--- config.mk ---
export PLATFORM = sky130hd
export DESIGN_NAME = target_power_sequencer
export DESIGN_NICKNAME = d
export VERILOG_FILES = /design/src/rtl/target_power_sequencer_pkg.sv /design/src/rtl/target_power_sequencer_seq_timer.sv /design/src/rtl/target_power_sequencer.sv
export SDC_FILE = /design/constraint.sdc
export NUM_CORES = 1
export LEC_CHECK = 0
export CORE_ASPECT_RATIO = 0.8
export CORE_MARGIN = 10
export CORE_UTILIZATION = 24
export DETAILED_ROUTE_END_ITERATION = 6
export GPL_ROUTABILITY_DRIVEN = 1
export PLACE_DENSITY = 0.39
export SETUP_SLACK_MARGIN = 0.15
export SYNTH_ARGS = -nofsm -noshare
export SYNTH_HDL_FRONTEND = slang
export SYNTH_SLANG_ARGS = --single-unit
--- constraint.sdc ---
create_clock -name clk_usb -period 3.45 [get_ports clk_usb]
set_input_delay 0.345 -clock clk_usb [delete_from_list [all_inputs] [get_ports clk_usb]]
set_output_delay 0.345 -clock clk_usb [all_outputs]
set_load 0.005 [all_outputs]
--- src/rtl/target_power_sequencer_pkg.sv ---
// Shared register map and state encoding for the target power sequencer.
package target_power_sequencer_pkg;

    localparam logic [7:0] SEQCTRL_ADDR = 8'h60;
    localparam logic [7:0] SEQTIME_ADDR = 8'h61;
    localparam logic [7:0] SEQSTAT_ADDR = 8'h62;

    localparam int unsigned CtrlStartBit = 0;
    localparam int unsigned CtrlAbortBit = 1;
    localparam int unsigned CtrlSkipBit  = 2;

    localparam int unsigned SeqTimeBytes = 6;

    typedef enum logic [2:0] {
        StIdle      = 3'd0,
        StPwrOff    = 3'd1,
        StPwrSettle = 3'd2,
        StRstHold   = 3'd3,
        StDone      = 3'd4
    } seq_state_e;

endpackage

--- src/rtl/target_power_sequencer_seq_timer.sv ---
// Prescaled 16-bit down-counter: reloads on load_i, ticks once every Prescale cycles until zero.
module target_power_sequencer_seq_timer #(
    parameter int unsigned Prescale = 96
) (
    input  logic        clk_usb,
    input  logic        reset,
    input  logic        load_i,
    input  logic [15:0] load_val_i,
    output logic        zero_o
);

    localparam int unsigned PsW = (Prescale > 1) ? $clog2(Prescale) : 1;
    localparam logic [PsW-1:0] PsLast = PsW'(Prescale - 1);

    logic [PsW-1:0] ps_q, ps_d;
    logic [15:0]    cnt_q, cnt_d;

    always_comb begin
        ps_d  = ps_q;
        cnt_d = cnt_q;
        if (load_i) begin
            ps_d  = '0;
            cnt_d = load_val_i;
        end else if (cnt_q != 16'd0) begin
            // Saturates at zero: the prescaler stops once the count is exhausted.
            if (ps_q == PsLast) begin
                ps_d  = '0;
                cnt_d = cnt_q - 16'd1;
            end else begin
                ps_d = ps_q + 1'b1;
            end
        end
    end

    always_ff @(posedge clk_usb) begin
        if (reset) begin
            ps_q  <= '0;
            cnt_q <= 16'd0;
        end else begin
            ps_q  <= ps_d;
            cnt_q <= cnt_d;
        end
    end

    assign zero_o = (cnt_q == 16'd0);

endmodule

--- src/rtl/target_power_sequencer.sv ---
// Target power-cycle / nRST sequencer with a small byte-wide register interface.
module target_power_sequencer
    import target_power_sequencer_pkg::*;
#(
    parameter int unsigned pBYTECNT_SIZE = 7,
    parameter int unsigned pPRESCALE     = 96
) (
    input  logic                     clk_usb,
    input  logic                     reset,
    input  logic [7:0]               reg_address,
    input  logic [pBYTECNT_SIZE-1:0] reg_bytecnt,
    input  logic [7:0]               reg_datai,
    output logic [7:0]               reg_datao,
    input  logic                     reg_read,
    input  logic                     reg_write,
    input  logic                     req_targetpower_off,
    output logic                     targetpower_off,
    output logic                     nrst_oe,
    output logic                     nrst_o,
    output logic                     busy,
    output logic                     done_o
);

    seq_state_e       state_q, state_d;
    logic [5:0][7:0]  seqtime_q;
    logic             skip_q;
    logic [7:0]       datao_q, datao_d;
    logic             pwr_off_q, pwr_off_d, oe_q, oe_d, rst_lvl_q, rst_lvl_d;
    logic             busy_q, busy_d, done_q, done_d;
    logic             ctrl_wr, time_wr, byte_ok, start, abort;
    logic             tmr_load, tmr_zero;
    logic [15:0]      tmr_val;

    assign ctrl_wr = reg_write && (reg_address == SEQCTRL_ADDR);
    assign time_wr = reg_write && (reg_address == SEQTIME_ADDR);
    assign byte_ok = reg_bytecnt < pBYTECNT_SIZE'(SeqTimeBytes);
    assign abort   = ctrl_wr && reg_datai[CtrlAbortBit];
    assign start   = ctrl_wr && reg_datai[CtrlStartBit] && !reg_datai[CtrlAbortBit];

    always_comb begin
        state_d = state_q;
        case (state_q)
            StIdle:      if (start) state_d = reg_datai[CtrlSkipBit] ? StRstHold : StPwrOff;
            StPwrOff:    if (tmr_zero) state_d = StPwrSettle;
            StPwrSettle: if (tmr_zero) state_d = StRstHold;
            StRstHold:   if (tmr_zero) state_d = StDone;
            StDone:      state_d = StIdle;
            default:     state_d = StIdle;
        endcase
        if (abort) state_d = StIdle;
    end

    // Duration is captured on entry, so SEQTIME edits only affect states not yet entered.
    assign tmr_load = (state_d != state_q);
    always_comb begin
        tmr_val = 16'd0;
        case (state_d)
            StPwrOff:    tmr_val = {seqtime_q[1], seqtime_q[0]};
            StPwrSettle: tmr_val = {seqtime_q[3], seqtime_q[2]};
            StRstHold:   tmr_val = {seqtime_q[5], seqtime_q[4]};
            default:     tmr_val = 16'd0;
        endcase
    end

    target_power_sequencer_seq_timer #(
        .Prescale (pPRESCALE)
    ) u_seq_timer (
        .clk_usb    (clk_usb),
        .reset      (reset),
        .load_i     (tmr_load),
        .load_val_i (tmr_val),
        .zero_o     (tmr_zero)
    );

    always_comb begin
        pwr_off_d = 1'b0;
        oe_d      = 1'b1;
        rst_lvl_d = 1'b0;
        busy_d    = 1'b1;
        done_d    = 1'b0;
        case (state_d)
            StIdle: begin
                oe_d      = 1'b0;
                rst_lvl_d = 1'b1;
                busy_d    = 1'b0;
            end
            StPwrOff: pwr_off_d = 1'b1;
            StDone: begin
                rst_lvl_d = 1'b1;
                done_d    = 1'b1;
            end
            default: ;
        endcase
    end

    always_comb begin
        datao_d = 8'h00;
        if (reg_read) begin
            case (reg_address)
                SEQCTRL_ADDR: datao_d = {5'b00000, skip_q, 2'b00};
                SEQTIME_ADDR: if (byte_ok) datao_d = seqtime_q[reg_bytecnt[2:0]];
                SEQSTAT_ADDR: datao_d = {4'b0000, busy_q, state_q};
                default:      datao_d = 8'h00;
            endcase
        end
    end

    always_ff @(posedge clk_usb) begin
        if (reset) begin
            state_q   <= StIdle;
            seqtime_q <= '0;
            skip_q    <= 1'b0;
            datao_q   <= 8'h00;
            pwr_off_q <= 1'b0;
            oe_q      <= 1'b0;
            rst_lvl_q <= 1'b1;
            busy_q    <= 1'b0;
            done_q    <= 1'b0;
        end else begin
            state_q   <= state_d;
            datao_q   <= datao_d;
            pwr_off_q <= pwr_off_d;
            oe_q      <= oe_d;
            rst_lvl_q <= rst_lvl_d;
            busy_q    <= busy_d;
            done_q    <= done_d;
            if (ctrl_wr) skip_q <= reg_datai[CtrlSkipBit];
            if (time_wr && byte_ok) seqtime_q[reg_bytecnt[2:0]] <= reg_datai;
        end
    end

    // Only the idle passthrough of the power request is combinational.
    assign targetpower_off = (state_q == StIdle) ? req_targetpower_off : pwr_off_q;
    assign nrst_oe         = oe_q;
    assign nrst_o          = rst_lvl_q;
    assign busy            = busy_q;
    assign done_o          = done_q;
    assign reg_datao       = datao_q;

endmodule

== Word-level counts from Yosys, hierarchy flattened ==
Cells that the tools add are included.

* Bits of input ports: 28
* Logic and storage cells: 75
* Register bits after elaboration: 87

* $add $sub $neg: 2
* Equality and inequality tests: 12
* Mux-type cells: 24
* Reduce and logical (&&, ||, !) cells: 18
* $lt $le $gt $ge: 3
* Bitwise logic cells: 1

{| class="wikitable"
|+ Operator list
! kind !! number
|-
| bitwise mux 48 bit || 1
|-
| 2-to-1 mux 16 bit || 3
|-
| case mux 16 bit (3 select lines) || 1
|-
| binary-select mux 8 bit (select 3 bit) || 1
|-
| demux 8 bit (select 3 bit) || 1
|-
| == test 8 x 7 -> 1 bit, second input constant || 3
|-
| 2-to-1 mux 8 bit || 3
|-
| case mux 8 bit (3 select lines) || 1
|-
| logical NOT 16 bit || 1
|-
| nonzero test 16 bit || 1
|-
| subtractor 16 x 1 -> 16 bit, second input constant || 1
|-
| 2-to-1 mux 3 bit || 5
|-
| == test 3 x 2 -> 1 bit, second input constant || 4
|-
| case mux 3 bit (4 select lines) || 1
|-
| adder 7 x 1 -> 7 bit, second input constant || 1
|-
| == test 7 bit, second input constant || 1
|-
| logical AND 1 bit || 7
|-
| less-than comparator 7 x 3 -> 1 bit, second input constant || 1
|-
| 2-to-1 mux 7 bit || 1
|-
| == test 3 x 1 -> 1 bit, second input constant || 2
|-
| logical NOT 3 bit || 2
|-
| OR reduction 2 bit || 3
|-
| 2-to-1 mux 1 bit || 5
|-
| less-than comparator 3 x 4 -> 1 bit, second input constant || 1
|-
| 8 further kinds || 9
|}

== Longest topological paths before layout ==
Gate-level depths: netlist of the first run.

* Depth in word-level cells: 10
* Gate-level depth with buffers: 12

== By module ==
From an unflattened synthesis of the first run, not the netlist that was laid out.

* Cell total of the unflattened synthesis: 505
* Area total of the unflattened synthesis: 4667.0 µm²

{| class="wikitable"
|+ By module, submodules not included
! module !! instances !! seq. area each (µm²) !! cells an instance !! area each (µm²)
|-
| target_power_sequencer || 1 || 1281.2 || 326 || 3193.1
|-
| target_power_sequencer_seq_timer || 1 || 460.4 || 179 || 1473.9
|}

== Worst setup path before layout of the first run ==
OpenSTA, ideal clock, no wires.

* Path type: reg-to-reg
* Start point: register u_seq_timer.cnt_q[0]
* End point: register u_seq_timer.cnt_q[5]
* Period minus slack after synthesis: 2.440 ns
* Buffers on the path: 2
* Data required time: 3.371 ns
* Stages on the path, launching flop included: 12
* Library setup time: 0.079 ns
* Slack: 1.010 ns
* Arrival: 2.361 ns
* Cell sequence: dfxtp_1 -> inv_1 -> ha_1 -> nor4b_1 -> nand4_1 -> or3_1 -> a311o_1 -> buf_2 -> buf_2 -> o2bb2ai_1 -> nand2_1 -> a211oi_2

* Cells in the longest elaborated chain, start to end: 7
* Elaborated cells between the ends (all ways): 19

{| class="wikitable"
|+ RTL lines
! item !! line !! RTL
|-
| start, declared || target_power_sequencer_seq_timer.sv:16 || <nowiki>logic [15:0] cnt_q, cnt_d;</nowiki>
|-
| start signal, assigned || target_power_sequencer_seq_timer.sv:41 || <nowiki>cnt_q <= cnt_d;</nowiki>
|-
| logical NOT 16 bit || target_power_sequencer_seq_timer.sv:45 || <nowiki>assign zero_o = (cnt_q == 16'd0);</nowiki>
|-
| 2-to-1 mux 3 bit (on tied branches) || target_power_sequencer.sv:46, target_power_sequencer.sv:44, target_power_sequencer.sv:45 ||
|-
| case mux 3 bit (4 select lines) || target_power_sequencer.sv:42 || <nowiki>case (state_q)</nowiki>
|-
| 2-to-1 mux 3 bit || target_power_sequencer.sv:50 || <nowiki>if (abort) state_d = StIdle;</nowiki>
|-
| == test 3 x 2 -> 1 bit (tied with other cells) || target_power_sequencer.sv:57 || <nowiki>case (state_d)</nowiki>
|-
| case mux 16 bit (3 select lines) / nonzero test 2 bit (equally long branches) || - ||
|-
| 2-to-1 mux 16 bit / AND reduction 2 bit (equally long branches) || - ||
|}

Parallel ways exist; a longest one is shown, timed or not. The select of a mux whose other input is x is not followed.
A chain may end at the register's enable or synchronous reset.

== Worst setup path after layout of the first run ==
* Start point: register u_seq_timer.cnt_q[0]
* End point: register u_seq_timer.cnt_q[14]

The elaborated chain is that of the path after synthesis.

==> impl_metrics.toml, run 1 <==
[status]
status = "finished clean"

[logic_synthesis]
synth_compound_area_share_pct = 13.02
synth_top_family_by_area = "simple AND/OR/NAND/NOR gates"
yosysWarnings = 0
syn-num-nets = 530
synthSimpleGateAreaFrac_pct = 22.91
ys_seq_area_share_pct = 39.91
syn_inst = 500
synth_edf_count = 0
synth-xor-area-share_pct = 3.010
yosys.area_share.adder_pct = 0.5734
synth_flop_cell = "dfxtp_1"
synth.area.mux_share_pct = 17.03
synth.cell_area_um2 = 4364
syn_avg_cell_area_um2 = 8.728
synthDistinctLibCells = 50
ys_ff_latch = 87
synthArstFlopShare_pct = 0

[final_layout]
n_fill_cell = 1905
final_cell_mix = "dfxtp_1 (87), nor2_1 (70), nand2_1 (54), mux2i_1 (54), a21oi_1 (51)"
final_common_cell = "dfxtp_1"
antenna_cells = 0
area.growth.synth_to_final_pct = 23.74
fin_nets = 567
drive_gt1_share_pct = 11.44

[routing]
vias_per_cell = 4.900
ant_nets = 0
drt-initial-drc-count = 206
vias = 3783
drc = 0
routedWlPerCell_um = 18.13
wirelength_um = 14000
drtPass1Iterations = 4

[worst_setup_path]
crit_start = "u_seq_timer.cnt_q[0]$_SDFFE_PP0P_"
start_kind = "register"
cp_slowest_stage_delay_ns = 0.52
r2r-start = "u_seq_timer.cnt_q[0]$_SDFFE_PP0P_"
cp_max_fo = 13
crit_type = "register to register"
worstPathCellList = "inv_1, ha_1, nor4b_1, nand4_1, or3_1, nand2_2, buf_4, mux2i_1, o2bb2ai_1, a21oi_1, nor3_1"
cp.required_ns = 3.66
crit_path_end_kind = "register"
arrival_ns = 3.25
critPathSlowestCell = "or3_1"

[global_route]
grt_max_degree = 66
grt_remaining_overflow = 0
track_usage_pct = 12.04
antenna_found_initial = 0
grt_pass1_wl_um = 22360
grt_pass1_vias = 3789

[die]
num_rows = 44
fp.dieArea_um2 = 24010
die_w_um = 170.8
coreArea_um2 = 18000
io_pins = 41
dieHeight_um = 140.6
initial_core_util_pct = 24.24

[sta]
finalSetupTns_ns = 0
worstMarginPinSlew_ns = 0.7372
drv_slew = 0
clock.fmax_mhz = 328.8
setup_viol = 0
slew_headroom_pct = 50.70
finalHoldViolations = 0
rsz0062_at_grt = "no"
clock_skew_ns = 0.007130
fin_crit_ns = 3.041
fin_crit_sh_pct = 88.16

[min_path]
min-delay-start = "reset"
hold_path_class = "input port to register"

[clocking]
cts.repair.resized = 0
cts_tree = "done"
numCtsBuffers = 9
cts.sinks = 87
clkTransAtPathRegs_ns = 0.06
clk_latency_ns = 0.35
cts_setup_buffers = 0
cts_hold_buffers = 0
cts_buffer_depth = 2
ctsHtreeMaxLevel = 3
clockRootBuffer = "clkbuf_16"

[pwr]
ir_drop_mv = 0.2183
power.share.combinational_pct = 4.7
cellPowerDensity_nw_per_um2 = 416.9
power.leakage_nw = 1.762
netSwitchingFraction_pct = 21.06
p_clk_share_pct = 50.6
pwr-share-seq_pct = 44.7
power.internal_w = 0.001777
switching_power_w = 0.0004740
power_w = 0.002251

[placed_design]
gp_congestion = 0.7941
portBuffers = 40
place_hpwl_um = 10510

[flow_run]
cap_violations = 0
## final cells by class
cell class	instances	area, µm²	area share [%]
Tap cell	230	287.8	5.329
Clock inverter	6	107.6	1.993
Timing Repair Buffer	58	530.5	9.824
Multi-Input combinational cell	376	2475	45.83
Inverter	5	18.77	0.3475
Clock buffer	10	239.0	4.425
Sequential cell	87	1742	32.25
## stage by stage
step,instance area [µm²],std cells,setup WS [ns],util (%),hold WS (ns)
after CTS,5393,772,0.3380,29.96,0.4541
final,5400,772,0.4085,30.00,0.4363
after floorplan,4364,500,1.010,-,0.4338
after global placement,5046,756,0.2945,28.03,0.4551
after global routing,5400,772,0.1724,30.00,0.4797
after detailed placement,5046,756,0.1520,28.03,0.4534
## power groups by stage
stage	Combinational, W	Sequential [W]	Clock (W)
floorplan	0.0000480	0.00103	0
global placement	0.000107	0.00103	0
detailed placement	0.000107	0.00103	0
CTS	0.000108	0.00101	0.00117
global route	0.000116	0.00101	0.00121
finish	0.000106	0.00101	0.00114
## critical path: cells and delay by family, from the launching register on
family                     cells  cell delay, ns
and+or+nand+nor                5            1.41
adders and majority gates      1            0.22
buffers and inverters          2            0.36
muxes                          1            0.27
DFF                            1            0.38
AOI/OAI and AO/OA              2            0.26
## Yosys cell counts, types with 2 or more instances
library cell / number / area share [%]
dfxtp_1: 87 / 40
nor2_1: 70 / 6.0
mux2i_1: 54 / 12
nand2_1: 54 / 4.6
a21oi_1: 51 / 5.8
clkbuf_1: 24 / 2.1
nor3_1: 18 / 2.1
o2bb2ai_1: 13 / 2.6
nand3_1: 10 / 1.1
mux4_2: 8 / 4.1
xor2_1: 8 / 1.6
o22ai_1: 7 / 1.0
or3_1: 7 / 1.0
xnor2_1: 7 / 1.4
nand4_1: 6 / 0.86
inv_1: 5 / 0.43
nand2b_1: 5 / 0.72
nor4_1: 5 / 0.72
a32oi_1: 4 / 0.80
buf_2: 4 / 0.46
nor2_2: 4 / 0.57
nor2b_1: 4 / 0.57
nor4b_1: 4 / 0.80
a311o_1: 3 / 0.69
and3_1: 3 / 0.43
buf_4: 3 / 0.52
nor3b_1: 3 / 0.52
or2_2: 3 / 0.43
a22oi_1: 2 / 0.34
and2_1: 2 / 0.29
ha_1: 2 / 0.57
mux2_2: 2 / 0.52
## path summary, 6_finish.rpt
path	to	slack (ns)	cells after the start
hold / removal	reg_datao[0]$_SDFF_PP0_	0.44	3
hold reg to reg	skip_q$_SDFFE_PP0N_	0.47	2
setup / recovery	u_seq_timer.cnt_q[14]$_SDFFE_PP0P_	0.41	11
setup reg to reg	u_seq_timer.cnt_q[14]$_SDFFE_PP0P_	0.41	11
## sequential cells by signal, summed over array words and instances, names as in the netlist
register	flops
seqtime_q	48
nrst_o	1
busy	1
done_o	1
skip_q	1
reg_datao	8
u_seq_timer.cnt_q	16
pwr_off_q	1
u_seq_timer.ps_q	7
state_q	3
## cell families (layout without fill, tap and decap cells)
logic type	Yosys count	after routing
buffers and inverters	37	79
flip-flops	87	87
adder cells (fa/ha/maj)	2	2
multiplexers	64	64
XOR/XNOR	15	15
AND/OR/NAND/NOR	207	207
AO/OA/AOI/OAI	88	88
## routing by layer
layer  vias up  GRT usage [%]  part of all wire (%)
met5         -              0                     0
met4         0          2.995                  0.98
met3        12          3.320                   6.3
met2        75          18.67                    44
met1      1840          16.12                    49
li1       1856              -                     -
No activity file was read; power rests on OpenSTA's default activity.
==> run 2, diff against run 1 <==
--- a/config.mk
+++ b/config.mk
@@ -11,7 +11,8 @@
 export DETAILED_ROUTE_END_ITERATION = 6
 export GPL_ROUTABILITY_DRIVEN = 1
 export PLACE_DENSITY = 0.39
-export SETUP_SLACK_MARGIN = 0.15
+export SETUP_SLACK_MARGIN = 0.02
+export SLEW_MARGIN = 20
 export SYNTH_ARGS = -nofsm -noshare
 export SYNTH_HDL_FRONTEND = slang
 export SYNTH_SLANG_ARGS = --single-unit
==> run 2 against run 1 <==
Effect of this change: core utilization barely moved; largest power group unchanged; highest routed layer unchanged; largest cell class unchanged; cell count stayed put; sequential cell count did not move; critical path type unchanged.
==> impl_metrics.toml, run 2 (synthesis gave the netlist of run 1 again) <==
[worst_setup_path]
start_kind = "register"
cp_slowest_stage_delay_ns = 0.60
crit_cells = 11
crit_path_end_kind = "register"
critPathSlowestCell = "a32oi_1"
crit_start = "u_seq_timer.cnt_q[0]$_SDFFE_PP0P_"
cp.required_ns = 3.66
crit_type = "register to register"
r2r-start = "u_seq_timer.cnt_q[0]$_SDFFE_PP0P_"
worstPathCellList = "inv_1, ha_1, nor4b_1, nand4_1, a32oi_1, nand2_2, buf_4, mux2i_1, o2bb2ai_1, a21oi_1, nor3_1"
crit_buf_inv = 2
cp-endpoint = "u_seq_timer.cnt_q[14]$_SDFFE_PP0P_"
worst_r2r_path_depth = 11
path_delay_family = "simple AND/OR/NAND/NOR gates"
rrSetupSlack_ns = 0.34
worstReg2RegEnd = "u_seq_timer.cnt_q[14]$_SDFFE_PP0P_"
arrival_ns = 3.32
cp_max_fo = 13

[clocking]
clkTransAtPathRegs_ns = 0.06
cts_tree = "done"
clockRootBuffer = "clkbuf_16"
numCtsBuffers = 9
clk_latency_ns = 0.35
cts_hold_buffers = 0
cts.repair.resized = 0
ctsHtreeMaxLevel = 3
cts.sinks = 87
cts_buffer_depth = 2
cts_setup_buffers = 0

[pwr]
netSwitchingFraction_pct = 20.97
ir_drop_mv = 0.2159
pwr-share-seq_pct = 44.8
power_w = 0.002248
p_clk_share_pct = 50.5
power.leakage_nw = 1.768
power.share.combinational_pct = 4.7
power.internal_w = 0.001777
switching_power_w = 0.0004715
cellPowerDensity_nw_per_um2 = 416.9

[placed_design]
gp_congestion = 0.7941
dp_slack_ns = 0.1520
portBuffers = 40
place_inst = 756
place_hpwl_um = 10510

[die]
initial_core_util_pct = 24.24
io_pins = 41
dieHeight_um = 140.6
coreArea_um2 = 18000
die_w_um = 170.8
fp.dieArea_um2 = 24010
num_rows = 44

[global_route]
antenna_found_initial = 0
grt_pass1_wl_um = 22360
grt_pass1_vias = 3789
track_usage_pct = 12.04
grt_max_degree = 66
grt_remaining_overflow = 0

[sta]
fin_crit_sh_pct = 90.13
finalHoldViolations = 0
slew_headroom_pct = 51.47
finalSetupTns_ns = 0
setup_ws_ns = 0.3405
hold_slack_ns = 0.4362
clock.fmax_mhz = 321.6
setup_viol = 0
worstMarginPinSlew_ns = 0.7280
drv_slew = 0
fin_crit_ns = 3.110
clock_skew_ns = 0.007044
rsz0062_at_grt = "no"

[status]
status = "finished clean"

[routing]
ant_nets = 0
vias = 3780
drt-initial-drc-count = 228
drtPass1Iterations = 4
routedWlPerCell_um = 18.13
vias_per_cell = 4.896
wirelength_um = 13990
drc = 0

[final_layout]
top_register = "seqtime_q"
final_cell_mix = "dfxtp_1 (87), nor2_1 (70), nand2_1 (54), mux2i_1 (54), a21oi_1 (51)"
largest_reg_flops = 48
stdcell_count = 772
fin_nets = 567
final_common_cell = "dfxtp_1"
antenna_cells = 0
area.growth.synth_to_final_pct = 23.57
drive_gt1_share_pct = 11.07

[min_path]
hold_path_class = "input port to register"

[flow_run]
cap_violations = 0
run 2: how the worst min path moves through the flow:
stage,startpoint,to,depth (start not counted)
after floorplan,skip_q$_SDFFE_PP0N_,skip_q$_SDFFE_PP0N_,2
after detailed placement,skip_q$_SDFFE_PP0N_,skip_q$_SDFFE_PP0N_,2
after CTS,reset,reg_datao[0]$_SDFF_PP0_,3
after global routing,skip_q$_SDFFE_PP0N_,skip_q$_SDFFE_PP0N_,2
final,reset,reg_datao[0]$_SDFF_PP0_,3
after global placement,skip_q$_SDFFE_PP0N_,skip_q$_SDFFE_PP0N_,2
run 2: power by group through the flow:
stage,registers [W],clock network (W),logic (W)
2_1_floorplan,0.00103,0,0.0000480
3_3_place_gp,0.00103,0,0.000107
3_5_place_dp,0.00103,0,0.000107
4_1_cts,0.00101,0.00117,0.000108
5_1_grt,0.00101,0.00121,0.000116
6_report,0.00101,0.00114,0.000106
run 2: metal layers:
layer	part of all wire (%)	track usage (%)	vias up
met1	49	16.12	1829
met4	0.84	2.995	0
met2	44	18.67	86
li1	-	-	1855
met5	0	0	-
met3	6.3	3.320	10
run 2: worst register-to-register path, delay by kind of cell (launching register included):
kind | cells | cell delay, ns
compound gates | 3 | 0.86
fa+ha+maj | 1 | 0.21
buf+inv | 2 | 0.38
flops | 1 | 0.38
mux | 1 | 0.22
simple gates | 4 | 0.93
run 2: layout make-up:
| class | instances | area (µm²) |
|---|---|---|
| clock inverters | 6 | 107.6 |
| repair buffers | 58 | 530.5 |
| flip-flops and latches | 87 | 1742 |
| fillers | 1908 | 12610 |
| well taps | 230 | 287.8 |
| clock buffers | 10 | 239.0 |
| inverters | 5 | 18.77 |
| multi-input cells | 376 | 2467 |
run 2: through the flow:
step | instance area (µm²) | util [%]
final | 5393 | 29.96
after global placement | 5046 | 28.03
after CTS | 5393 | 29.96
after detailed placement | 5046 | 28.03
after global routing | 5393 | 29.96
after floorplan | 4364 | -
==> run 3, diff against run 2 <==
--- a/config.mk
+++ b/config.mk
@@ -5,6 +5,7 @@
 export SDC_FILE = /design/constraint.sdc
 export NUM_CORES = 1
 export LEC_CHECK = 0
+export CAP_MARGIN = 20
 export CORE_ASPECT_RATIO = 0.8
 export CORE_MARGIN = 10
 export CORE_UTILIZATION = 24
==> results of run 3 <==
No change in the layout: final DEF, timing and power equal those of run 2.
